[src/rtl/rv_pkg.sv]
// Shared RV32 memory-stage definitions: funct3 load/store codes
// and the memory access FSM state encoding.
package rv_pkg;

    localparam logic [2:0] F3_B  = 3'b000;
    localparam logic [2:0] F3_H  = 3'b001;
    localparam logic [2:0] F3_W  = 3'b010;
    localparam logic [2:0] F3_BU = 3'b100;
    localparam logic [2:0] F3_HU = 3'b101;

    typedef enum logic [1:0] {
        IDLE = 2'b00,
        BUSY = 2'b01,
        DONE = 2'b10
    } state_t;

endpackage

[src/rtl/load_extend.sv]
// Picks the addressed byte/halfword out of a bus word and
// sign- or zero-extends it to the register width.
module load_extend
    import rv_pkg::*;
#(
    parameter int DATA_WIDTH = 32
) (
    input  logic [DATA_WIDTH-1:0] word,
    input  logic [1:0]            offset,
    input  logic [2:0]            funct3,
    output logic [DATA_WIDTH-1:0] data
);

    logic [7:0]  lane_b;
    logic [15:0] lane_h;

    always_comb begin
        lane_b = word[7:0];
        case (offset)
            2'd0:    lane_b = word[7:0];
            2'd1:    lane_b = word[15:8];
            2'd2:    lane_b = word[23:16];
            default: lane_b = word[31:24];
        endcase
        lane_h = offset[1] ? word[31:16] : word[15:0];
    end

    always_comb begin
        data = word;
        case (funct3)
            F3_B:    data = {{(DATA_WIDTH-8){lane_b[7]}}, lane_b};
            F3_H:    data = {{(DATA_WIDTH-16){lane_h[15]}}, lane_h};
            F3_BU:   data = {{(DATA_WIDTH-8){1'b0}}, lane_b};
            F3_HU:   data = {{(DATA_WIDTH-16){1'b0}}, lane_h};
            default: data = word;
        endcase
    end

endmodule

[src/rtl/mem_access_unit.sv]
// MEM-stage load/store unit: aligns store lanes, runs a word bus
// handshake and stalls the pipeline until the access completes.
module mem_access_unit
    import rv_pkg::*;
#(
    parameter int DATA_WIDTH   = 32,
    parameter int FUNCT3_WIDTH = 3
) (
    input  logic                    CLK,
    input  logic                    RST_N,
    input  logic                    MemReadM,
    input  logic                    MemWriteM,
    input  logic [DATA_WIDTH-1:0]   ALUResultM,
    input  logic [DATA_WIDTH-1:0]   WriteDataM,
    input  logic [FUNCT3_WIDTH-1:0] funct3M,
    output logic                    StallM,
    output logic [DATA_WIDTH-1:0]   ReadDataM,
    output logic                    AccessErrM,
    output logic                    mem_req,
    output logic                    mem_we,
    output logic [DATA_WIDTH-1:0]   mem_addr,
    output logic [3:0]              mem_be,
    output logic [DATA_WIDTH-1:0]   mem_wdata,
    input  logic                    mem_ack,
    input  logic [DATA_WIDTH-1:0]   mem_rdata
);

    state_t state, state_next;

    logic [2:0]            f3;
    logic [1:0]            off;
    logic                  access;
    logic                  pending;
    logic                  legal;
    logic                  go;
    logic [3:0]            be_next;
    logic [DATA_WIDTH-1:0] wdata_next;
    logic [1:0]            off_q;
    logic [2:0]            f3_q;
    logic [DATA_WIDTH-1:0] load_data;

    assign f3      = funct3M[2:0];
    assign off     = ALUResultM[1:0];
    assign access  = MemReadM | MemWriteM;
    assign pending = access & (state == IDLE);
    assign go      = pending & legal;

    // Store wins over load when both are requested.
    always_comb begin
        legal      = 1'b0;
        be_next    = 4'b1111;
        wdata_next = '0;
        if (MemWriteM) begin
            case (f3)
                F3_B: begin
                    legal      = 1'b1;
                    be_next    = 4'b0001 << off;
                    wdata_next = {(DATA_WIDTH/8){WriteDataM[7:0]}};
                end
                F3_H: begin
                    legal      = ~off[0];
                    be_next    = 4'b0011 << off;
                    wdata_next = {(DATA_WIDTH/16){WriteDataM[15:0]}};
                end
                F3_W: begin
                    legal      = (off == 2'b00);
                    wdata_next = WriteDataM;
                end
                default: legal = 1'b0;
            endcase
        end else begin
            case (f3)
                F3_B, F3_BU: legal = 1'b1;
                F3_H, F3_HU: legal = ~off[0];
                F3_W:        legal = (off == 2'b00);
                default:     legal = 1'b0;
            endcase
        end
    end

    always_comb begin
        state_next = state;
        unique case (state)
            IDLE:    if (go) state_next = BUSY;
            BUSY:    if (mem_ack) state_next = DONE;
            DONE:    state_next = IDLE;
            default: state_next = IDLE;
        endcase
    end

    assign StallM     = RST_N & ((state == BUSY) | go);
    assign AccessErrM = RST_N & pending & ~legal;
    assign mem_req    = (state == BUSY);

    always_ff @(posedge CLK or negedge RST_N) begin
        if (!RST_N) begin
            state     <= IDLE;
            mem_we    <= 1'b0;
            mem_addr  <= '0;
            mem_be    <= 4'b0000;
            mem_wdata <= '0;
            off_q     <= 2'b00;
            f3_q      <= 3'b000;
            ReadDataM <= '0;
        end else begin
            state <= state_next;
            if (go) begin
                mem_we    <= MemWriteM;
                mem_addr  <= {ALUResultM[DATA_WIDTH-1:2], 2'b00};
                mem_be    <= be_next;
                mem_wdata <= wdata_next;
                off_q     <= off;
                f3_q      <= f3;
            end
            if ((state == BUSY) && mem_ack && !mem_we) begin
                ReadDataM <= load_data;
            end
        end
    end

    load_extend #(
        .DATA_WIDTH(DATA_WIDTH)
    ) u_load_extend (
        .word   (mem_rdata),
        .offset (off_q),
        .funct3 (f3_q),
        .data   (load_data)
    );

endmodule

[config.mk]
export PLATFORM = sky130hd
export DESIGN_NAME = mem_access_unit
export DESIGN_NICKNAME = d
export VERILOG_FILES = /design/src/rtl/rv_pkg.sv /design/src/rtl/load_extend.sv /design/src/rtl/mem_access_unit.sv
export SDC_FILE = /design/constraint.sdc
export NUM_CORES = 1
export LEC_CHECK = 0
export BUFFER_PORTS_ARGS = -buffer_cell sky130_fd_sc_hd__buf_2
export CORE_UTILIZATION = 32
export DETAILED_ROUTE_END_ITERATION = 6
export PLACE_DENSITY = 0.55
export SYNTH_ARGS = -nofsm -noshare
export SYNTH_HDL_FRONTEND = slang
export SYNTH_SLANG_ARGS = --single-unit
[constraint.sdc]
create_clock -name CLK -period 2.3 [get_ports CLK]
set_input_delay 0.46 -clock CLK [delete_from_list [all_inputs] [get_ports CLK]]
set_output_delay 0.46 -clock CLK [all_outputs]
set_load 0.05 [all_outputs]
==> run metrics, run 1 <==
result of the run=finished, final reports clean; Max Clk Rate=between 400 and 500 MHz; slowest stage cell, crit path=sky130_fd_sc_hd__a221oi_2; drt wl/cell=between 15 and 20 um; Core ar.=~0.015 mm^2; type of origin of the critical path=input port; I/O Buffers=a little over 200; count of final hold-check violations=0; CTS sink cnt=106; largest net degree at the start of global routing=between 90 and 100; Final Skew=9.44 ps; count of placed standard cells including taps=about 870; FFs w/ async S/R, synth=100%; Clk Tree Root Cell=sky130_fd_sc_hd__clkbuf_16; Residual DRC=0; dominant synthesized flop cell=sky130_fd_sc_hd__dfrtp_1; number of antenna violations at the first check in global routing=1; post-layout instance count excluding filler cells=between 800 and 900; vias after detailed routing=around 4.3k; number of flip-flops and latches in the synthesized netlist=roughly 110; Crit path arrival time=roughly 1700 ps; via count of the first global-routing pass=around 4.2k; cell count after synthesis=479; layer carrying the most global-route usage=met2; critical setup path kind=in2out; final worst path period share=between 90 and 100%; met2 Track Usage GR=roughly 28%; number of violations reported at the end of detailed-routing iteration 0=253; CTS tree=yes; die area=0.0162 mm^2; proportion of synthesized chip area in sequential cells=approximately 53%; Worst R2R Path Depth=4; stage delay of the slowest cell on the critical path=about 420 ps; area occupied by multi-input gates=0.00218 mm^2; Clock Pin Slew Worst Setup and Hold Paths=about 70 ps; cell family with most CP delay=compound AO/OA/AOI/OAI gates; min cycle time layout=~2200 ps; maximum resistive drop on vdd=roughly 0.52 mV; Setup Viol. Count Final=0; fraction of final layout cells sized beyond drive strength 1=44.7%; dpl hpwl=10.5 mm; die extent in x=roughly 130 um; clock buffer count from CTS=9; CTS H-Tree Depth=3; fraction of met3 tracks used by global routing=between 4 and 5%; Critical Path End Type=output pin; worst slew pin tran=838 ps; residual antenna-violating net count after detailed routing=0; crit path max fanout=4; path class of the lowest-slack min-delay path=in2async; routed vias/inst=just under 5; number of logic stages on the critical path including buffering=5; unique cell type count in the Yosys netlist=38; Lkg Pwr=about 3.2 nW; starting density of the core=33.0%; Bufs on Longest Clock Path=2; count of buffer and inverter cells on the critical path=2; power per cell area=1330 mW/mm^2; max-cap viol count=0; max-slew violations=0; cell row count=45; total track usage=roughly 18%; IO Count=208; Post-Synthesis Mean Instance Area=~11 um^2; Final GP Congestion=just over 0.8; Netlist Area Pre-Place=a little over 0.005 mm^2; met1 usage=between 20% and 30%; relative max-transition margin=between 40 and 50%; warning count from the yosys run=0; setup TNS=0 ps; Seq. cell area=0.00265 mm^2; clock latency of the later-clocked register in the worst-skew pair=350 ps; Fillers=roughly 1.5k; EDFF count, synth=0; number of iterations in the first detailed-routing pass=5; RSZ-0062 raised after global routing=no; post-synthesis to final-layout area growth=30.3%; cell repeated most along the worst path=sky130_fd_sc_hd__buf_2; Final Routed Wirelength=between 10 and 15 mm; Required @ worst endpoint=1840 ps; number of nets in the final layout=slightly below 800; cell chain of the critical path=buf_2 > a221oi_2 > o221ai_4 > a21boi_2 > buf_2; GRT Residual Overflow=0; wire length of the first global-routing pass=22.4 mm; height of the die=127 um
-- metal layers --
| metal | routed length [um] | vias up |
|---|---|---|
| met5 | 0 | - |
| met4 | 288 | 0 |
| met3 | 857 | 16 |
| met2 | 6670 | 161 |
| met1 | 6540 | 2073 |
| li1 | - | 2072 |
-- state kept, by name, summed over array words and instances, names as in the netlist --
signal and cells:
mem_be 4, mem_we 1, state 2, ReadDataM 32
mem_wdata 32, f3_q 3, mem_addr 30, off_q 2
-- cells in the final DEF, fill, tap and decap left out, types with 3 or more instances in the layout --
| cell type | count |
|---|---|
| sky130_fd_sc_hd__nor2_1 | 12 |
| sky130_fd_sc_hd__mux2_2 | 46 |
| sky130_fd_sc_hd__a22o_1 | 8 |
| sky130_fd_sc_hd__mux2i_1 | 10 |
| sky130_fd_sc_hd__clkbuf_1 | 3 |
| sky130_fd_sc_hd__nand3_1 | 32 |
| sky130_fd_sc_hd__o21ai_1 | 9 |
| sky130_fd_sc_hd__nand2b_1 | 6 |
| sky130_fd_sc_hd__a21o_1 | 10 |
| sky130_fd_sc_hd__buf_4 | 14 |
| sky130_fd_sc_hd__dfrtp_1 | 106 |
| sky130_fd_sc_hd__nand3b_1 | 10 |
| sky130_fd_sc_hd__o31ai_1 | 8 |
| sky130_fd_sc_hd__clkbuf_16 | 9 |
| sky130_fd_sc_hd__nor3_1 | 8 |
| sky130_fd_sc_hd__a21oi_1 | 30 |
| sky130_fd_sc_hd__o21ai_0 | 21 |
| sky130_fd_sc_hd__or2_2 | 8 |
| sky130_fd_sc_hd__nor2b_1 | 10 |
| sky130_fd_sc_hd__a31oi_1 | 8 |
| sky130_fd_sc_hd__nand2_1 | 74 |
| sky130_fd_sc_hd__buf_2 | 204 |
| sky130_fd_sc_hd__o221a_2 | 7 |
-- final timing paths --
path,startpoint,end,slack (ps)
min in group CLK,mem_ack,state[0],340
min reg2reg,mem_wdata[16],mem_wdata[16],470
min,RST_N,state[1],260
max,funct3M[2],StallM,150
max in group asynchronous,RST_N,mem_addr[27],1370
max reg2reg,state[1],ReadDataM[3],440
-- repair_timing --
action | in CTS | in global routing
endpoints found under the hold margin | 0 | 0
hold buffers | 0 | 0
resized for setup | 0 | 1
buffers inserted | 0 | 0
setup endpoints to repair | 0 | 1
-- cell usage after synthesis, types with 2 or more instances --
cell / count / area [um^2]
sky130_fd_sc_hd__a21oi_1: 30 / 150
sky130_fd_sc_hd__dfrtp_1: 106 / 2650
sky130_fd_sc_hd__nand3b_1: 10 / 75.1
sky130_fd_sc_hd__o21ai_1: 9 / 45.0
sky130_fd_sc_hd__nand3_1: 32 / 160
sky130_fd_sc_hd__mux2_2: 46 / 518
sky130_fd_sc_hd__nor4_4: 2 / 42.5
sky130_fd_sc_hd__or2_2: 8 / 50.1
sky130_fd_sc_hd__o21ai_0: 21 / 105
sky130_fd_sc_hd__nand2b_1: 6 / 37.5
sky130_fd_sc_hd__clkbuf_1: 19 / 71.3
sky130_fd_sc_hd__buf_6: 6 / 67.6
sky130_fd_sc_hd__nor2b_1: 10 / 62.6
sky130_fd_sc_hd__buf_4: 3 / 22.5
sky130_fd_sc_hd__nor3_1: 8 / 40.0
sky130_fd_sc_hd__mux2i_1: 10 / 100
sky130_fd_sc_hd__nor2_1: 13 / 48.8
sky130_fd_sc_hd__nand2_1: 74 / 278
sky130_fd_sc_hd__a31oi_1: 8 / 50.1
sky130_fd_sc_hd__buf_2: 10 / 50.1
sky130_fd_sc_hd__inv_1: 2 / 7.51
sky130_fd_sc_hd__o31ai_1: 8 / 60.1
sky130_fd_sc_hd__a21o_1: 10 / 75.1
sky130_fd_sc_hd__o221a_2: 7 / 78.8
sky130_fd_sc_hd__a22o_1: 8 / 70.1
-- kinds of logic after synthesis --
family / Yosys count / share of synthesized area [%]
other: 1 / 0.0745
buffers and inverters: 41 / 4.43
and+or+nand+nor: 167 / 16.6
AOI/OAI and AO/OA: 108 / 13.9
DFF: 106 / 52.7
muxes: 56 / 12.3
-- power by group --
part / internal (W) / switching (W) / total (W)
Clock: 0.000905 / 0.000676 / 0.00158
Sequential: 0.00248 / 0.000394 / 0.00288
Combinational: 0.00115 / 0.00312 / 0.00427
Total: 0.00454 / 0.00419 / 0.00873
-- stage by stage --
step | total power [W] | hold slack (ps) | util [%] | worst slack (ps) | area, um^2
floorplan | 0.00609 | 164 | - | 122 | 5040
global placement | 0.00715 | 460 | 41.0 | 176 | 6250
detailed placement | 0.00721 | 461 | 41.0 | 128 | 6250
CTS | 0.00882 | 277 | 42.9 | 55.9 | 6550
global route | 0.00917 | 300 | 43.0 | 66.8 | 6560
finish | 0.00873 | 258 | 43.0 | 149 | 6560
-- final cells by class --
class                           count  area share (%)
Sequential cell                   106            40.5
Clock inverter                      2           0.534
Inverter                            2           0.115
Antenna cell                        1          0.0382
Timing Repair Buffer              219            17.5
Clock buffer                       14            4.03
Tap cell                          211            4.03
Multi-Input combinational cell    333            33.3
Power figures use the tool's default switching activity.
==> inputs of run 2 (changes only) <==
--- a/config.mk
+++ b/config.mk
@@ -6,9 +6,11 @@
 export NUM_CORES = 1
 export LEC_CHECK = 0
 export BUFFER_PORTS_ARGS = -buffer_cell sky130_fd_sc_hd__buf_2
-export CORE_UTILIZATION = 32
+export CORE_UTILIZATION = 35
 export DETAILED_ROUTE_END_ITERATION = 6
-export PLACE_DENSITY = 0.55
+export MAX_ROUTING_LAYER = met4
+export PLACE_DENSITY = 0.59
+export SETUP_SLACK_MARGIN = 0.05
 export SYNTH_ARGS = -nofsm -noshare
 export SYNTH_HDL_FRONTEND = slang
 export SYNTH_SLANG_ARGS = --single-unit
==> run metrics, run 2 (synthesized netlist as in run 1, its figures left out) <==
Core ar.=approximately 0.014 mm^2; overall power of the completed layout=between 0.008 and 0.009 W; Fillers=1360; switching power as a share of total power=between 40% and 50%; Final Routed Wirelength=around 14 mm; drt wl/cell=between 15 and 20 um; Top Registers=ReadDataM x32, mem_wdata x32, mem_addr x30; wire length of the first global-routing pass=21.1 mm; GRT Residual Overflow=0; Reg power frac=about 33%; die extent in x=122 um; Critical Path End Type=output pin; cell chain of the critical path=nor2_2 > o221ai_4 > a21boi_2 > clkbuf_4; residual antenna-violating net count after detailed routing=0; count of final hold-check violations=0; max-cap viol count=0; setup TNS=0 ps; number of nets in the final layout=slightly below 800; CTS tree=yes; Required @ worst endpoint=1840 ps; # diodes=0; Setup Fix Bufs, Post-CTS=0; count of buffer and inverter cells on the critical path=1; result of the run=finished, final reports clean; Final Skew=~6.4 ps; total track usage=between 10% and 20%; Max Clk Rate=~470 MHz; I/O Buffers=just over 200; starting density of the core=roughly 36%; fraction of final layout cells sized beyond drive strength 1=between 40% and 50%; RSZ-0062 raised after global routing=no; worst slew pin tran=around 970 ps; Bufs on Longest Clock Path=2; switching power of the nets=0.00412 W; slowest stage cell, crit path=sky130_fd_sc_hd__dfrtp_1; Setup Viol. Count Final=0; portion of total power attributed to the clock network=between 15 and 20%; number of violations reported at the end of detailed-routing iteration 0=180; maximum resistive drop on vdd=around 0.49 mV; power per cell area=1320 mW/mm^2; critical setup path kind=reg2out; post-placement cell area=0.00622 mm^2; cell family with most CP delay=flip-flops; worst hold slack=about 190 ps; type of origin of the critical path=flop; via count of the first global-routing pass=4022; dpl hpwl=between 10 and 15 mm; die area=between 0.01 and 0.015 mm^2; total non-filler cell area in the finished layout=between 0.006 and 0.007 mm^2; height of the die=roughly 120 um; CTS H-Tree Depth=3; Cell Int Power=about 0.0045 W; final worst path period share=92.5%; vias after detailed routing=roughly 4.3k; largest net degree at the start of global routing=about 90; number of iterations in the first detailed-routing pass=6; stage delay of the slowest cell on the critical path=between 400 and 500 ps; post-synthesis to final-layout area growth=29.6%; Clk Tree Root Cell=sky130_fd_sc_hd__clkbuf_16; max-slew violations=0; Lkg Pwr=approximately 3.2 nW; CTS sink cnt=approximately 110; relative max-transition margin=a little over a third; leading cell type in the layout, fill and taps excluded=sky130_fd_sc_hd__buf_2; crit path max fanout=6; cell row count=between 40 and 50; Clock Pin Slew Worst Setup and Hold Paths=approximately 70 ps; Crit path arrival time=1670 ps; number of antenna violations at the first check in global routing=0; Final GP Congestion=about 0.88; routed vias/inst=between 5 and 6; clock latency of the later-clocked register in the worst-skew pair=roughly 350 ps; clock buffer count from CTS=9; min cycle time layout=between 2000 and 2500 ps; Residual DRC=0; leading cell types in the layout, fill and taps excluded=sky130_fd_sc_hd__buf_2 (203), sky130_fd_sc_hd__dfrtp_1 (106), sky130_fd_sc_hd__nand2_1 (74); path class of the lowest-slack min-delay path=in2async; IO Count=between 200 and 250; Combinational Power Share=around half
==> run 2: final cells by class <==
cell class,count,area [um^2],area share [%]
inverter,2,7.51,0.115
timing repair buffer,221,1170,17.9
sequential,106,2650,40.7
multi-input combinational,333,2180,33.5
clock inverter,3,40.0,0.614
tap,180,225,3.45
clock buffer,12,246,3.78
==> run 2: final timing paths <==
check                                    from       endpoint  slack, ps  cells past startpoint
worst min register to register  mem_wdata[17]  mem_wdata[17]        470                      2
worst max-delay path                 state[0]         StallM        170                      4
worst min-delay path                    RST_N    mem_addr[3]        190                      2
max in group asynchronous               RST_N      mem_be[2]       1040                      2
worst max register to register       state[0]   mem_addr[27]        190                      4
min in group CLK                ALUResultM[9]    mem_addr[9]        340                      2
==> run 2: power groups by stage <==
stage	Combinational, W	Clock [W]	Sequential [W]
global route	0.00449	0.00162	0.00294
global placement	0.00422	0	0.00287
finish	0.00425	0.00151	0.00286
detailed placement	0.00427	0	0.00290
CTS	0.00428	0.00157	0.00287
floorplan	0.00120	0	0.00489
==> run 2: metrics by stage <==
stage,cells,utilization (%),setup slack (ps)
4_1_cts,857,46.8,114
2_1_floorplan,480,-,122
6_report,857,46.8,172
3_5_place_dp,841,44.6,-74.8
3_3_place_gp,841,44.6,26.7
5_1_grt,857,46.8,65.7
==> run 2: what timing repair did <==
action / CTS / global route
hold endpoints to repair: 16 / 0
gates resized for setup: 1 / 1
hold buffers: 1 / 0
setup endpoints to repair: 1 / 1
==> run 2: layer usage <==
layer | global-route usage (%) | part of all wire [%] | vias to the layer above
met2 | 28.6 | 47 | 165
met5 | - | 0 | -
met3 | 3.75 | 6.0 | 17
met4 | 6.02 | 1.9 | 0
met1 | 25.7 | 45 | 2032
li1 | - | - | 2076
==> inputs of run 3 (changes only) <==
--- a/config.mk
+++ b/config.mk
@@ -9,7 +9,6 @@
 export CORE_UTILIZATION = 35
 export DETAILED_ROUTE_END_ITERATION = 6
 export MAX_ROUTING_LAYER = met4
-export PLACE_DENSITY = 0.59
 export SETUP_SLACK_MARGIN = 0.05
 export SYNTH_ARGS = -nofsm -noshare
 export SYNTH_HDL_FRONTEND = slang
==> run metrics, run 3 (synthesized netlist as in run 1, its figures left out) <==
leading cell type in the layout, fill and taps excluded=sky130_fd_sc_hd__buf_2; utilization of the core after routing=a little under half; Clk Tree Root Cell=sky130_fd_sc_hd__clkbuf_16; clock buffer count from CTS=9; number of nets in the final layout=between 700 and 800; overall power of the completed layout=~0.009 W; result of the run=finished, final reports clean; Final Skew=between 10 and 15 ps; critical setup path kind=in2out; Setup Fix Bufs, Post-CTS=0; worst slew pin tran=between 900 and 1000 ps; startpoint of the worst hold path=ALUResultM[13]; CTS tree=yes; height of the die=122 um; number of antenna violations at the first check in global routing=2; post-synthesis to final-layout area growth=30.7%; origin of the critical flop-to-flop path=state[1]; Fillers=1333; CTS sink cnt=around 110; path class of the lowest-slack min-delay path=in2reg; die area=about 0.015 mm^2; CTS H-Tree Depth=3; min cycle time layout=2190 ps; max-cap viol count=0; Crit path arrival time=1730 ps; slowest stage cell, crit path=sky130_fd_sc_hd__dlygate4sd3_1; count of final hold-check violations=0; post-cts resize count=0; number of violations reported at the end of detailed-routing iteration 0=between 200 and 250; max-slew violations=0; crit path max fanout=11; via count of the first global-routing pass=around 4.2k; Top Registers=ReadDataM x32, mem_wdata x32, mem_addr x30; I/O Buffers=around 200; Setup Viol. Count Final=0; IO Count=208; largest net degree at the start of global routing=just under 100; Worst R2R Path Depth=4; worst reg-to-reg setup slack=between 300 and 400 ps; Final GP Congestion=between 0.9 and 1; Critical Path End Type=output pin; number of iterations in the first detailed-routing pass=4; stage delay of the slowest cell on the critical path=between 500 and 600 ps; leading cell types in the layout, fill and taps excluded=sky130_fd_sc_hd__buf_2 (204), sky130_fd_sc_hd__dfrtp_1 (106), sky130_fd_sc_hd__nand2_1 (74); Clock Pin Slew Worst Setup and Hold Paths=approximately 70 ps; Bufs on Longest Clock Path=2; Lkg Pwr=roughly 3.3 nW; Max Clk Rate=between 400 and 500 MHz; relative max-transition margin=between 30% and 40%; Core ar.=around 0.014 mm^2; Worst Hold Path EP=mem_addr[13]; dpl hpwl=10.1 mm; power per cell area=around 1400 mW/mm^2; cell family with most CP delay=buffers and inverters; starting density of the core=between 30% and 40%; RSZ-0062 raised after global routing=no; residual antenna-violating net count after detailed routing=0; total track usage=19.5%; routed vias/inst=5.09; Residual DRC=0; fraction of final layout cells sized beyond drive strength 1=around 45%; count of buffer and inverter cells on the critical path=3; drt wl/cell=16.2 um; quantity of hold-fixing buffers added after cts=1; cell row count=43; Required @ worst endpoint=approximately 1800 ps; clock latency of the later-clocked register in the worst-skew pair=around 350 ps; maximum resistive drop on vdd=roughly 0.55 mV; GRT Residual Overflow=0; type of origin of the critical path=input port; Final Routed Wirelength=13.9 mm; Reg-to-Reg End=mem_addr[28]; cell depth of the worst hold path=2; cell chain of the critical path=dlygate4sd3_1 > buf_4 > o2111a_1 > buf_2; final worst path period share=95.1%; die extent in x=122 um; wire length of the first global-routing pass=approximately 21 mm; vias after detailed routing=about 4.4k
-- run 3: cell types whose count changed in the layout (fill, tap and decap cells not counted), sizes merged --
cell    delta
diode      +1
clkbuf     -3
inv        +1
bufinv     +2
-- run 3: power breakdown --
group | leakage, nW | internal, W | switching [W]
Sequential | 1.31 | 0.00248 | 0.000372
Clock | 0.173 | 0.00110 | 0.000702
Combinational | 1.79 | 0.00115 | 0.00311
-- run 3: worst max path at each step --
stage                               to  slack, ps  cells after the start          start
final                       AccessErrM        110                      4          RST_N
after global routing        AccessErrM         80                      4          RST_N
after CTS                   AccessErrM        100                      4          RST_N
after detailed placement  mem_addr[28]        -30                      5  ALUResultM[0]
after global placement    mem_addr[27]         30                      5  ALUResultM[0]
after floorplan                 StallM        120                      5     funct3M[0]
-- run 3: per-layer routing --
layer / wire [um] / GRT usage (%)
met5: 0 / -
met4: 337 / 8.18
met3: 869 / 3.23
met2: 6270 / 28.2
met1: 6380 / 26.9
-- run 3: per-stage QoR --
stage               instances  setup TNS (ps)  hold slack, ps  instance area [um^2]  setup WS [ps]
floorplan                 480               0             164                  5040            122
global placement          840               0             334                  6210           29.2
detailed placement        840            -494             337                  6210          -28.7
CTS                       857               0             326                  6570            104
global route              858               0             334                  6580           76.5
finish                    858               0             343                  6580            112
-- run 3: cell type report --
type	instances	area [um^2]	area share [%]
Antenna cell	1	2.50	0.0381
Clock buffer	10	239	3.63
Clock inverter	6	113	1.71
Inverter	2	7.51	0.114
Multi-Input combinational cell	333	2180	33.2
Sequential cell	106	2650	40.3
Tap cell	180	225	3.42
Timing Repair Buffer	220	1160	17.6
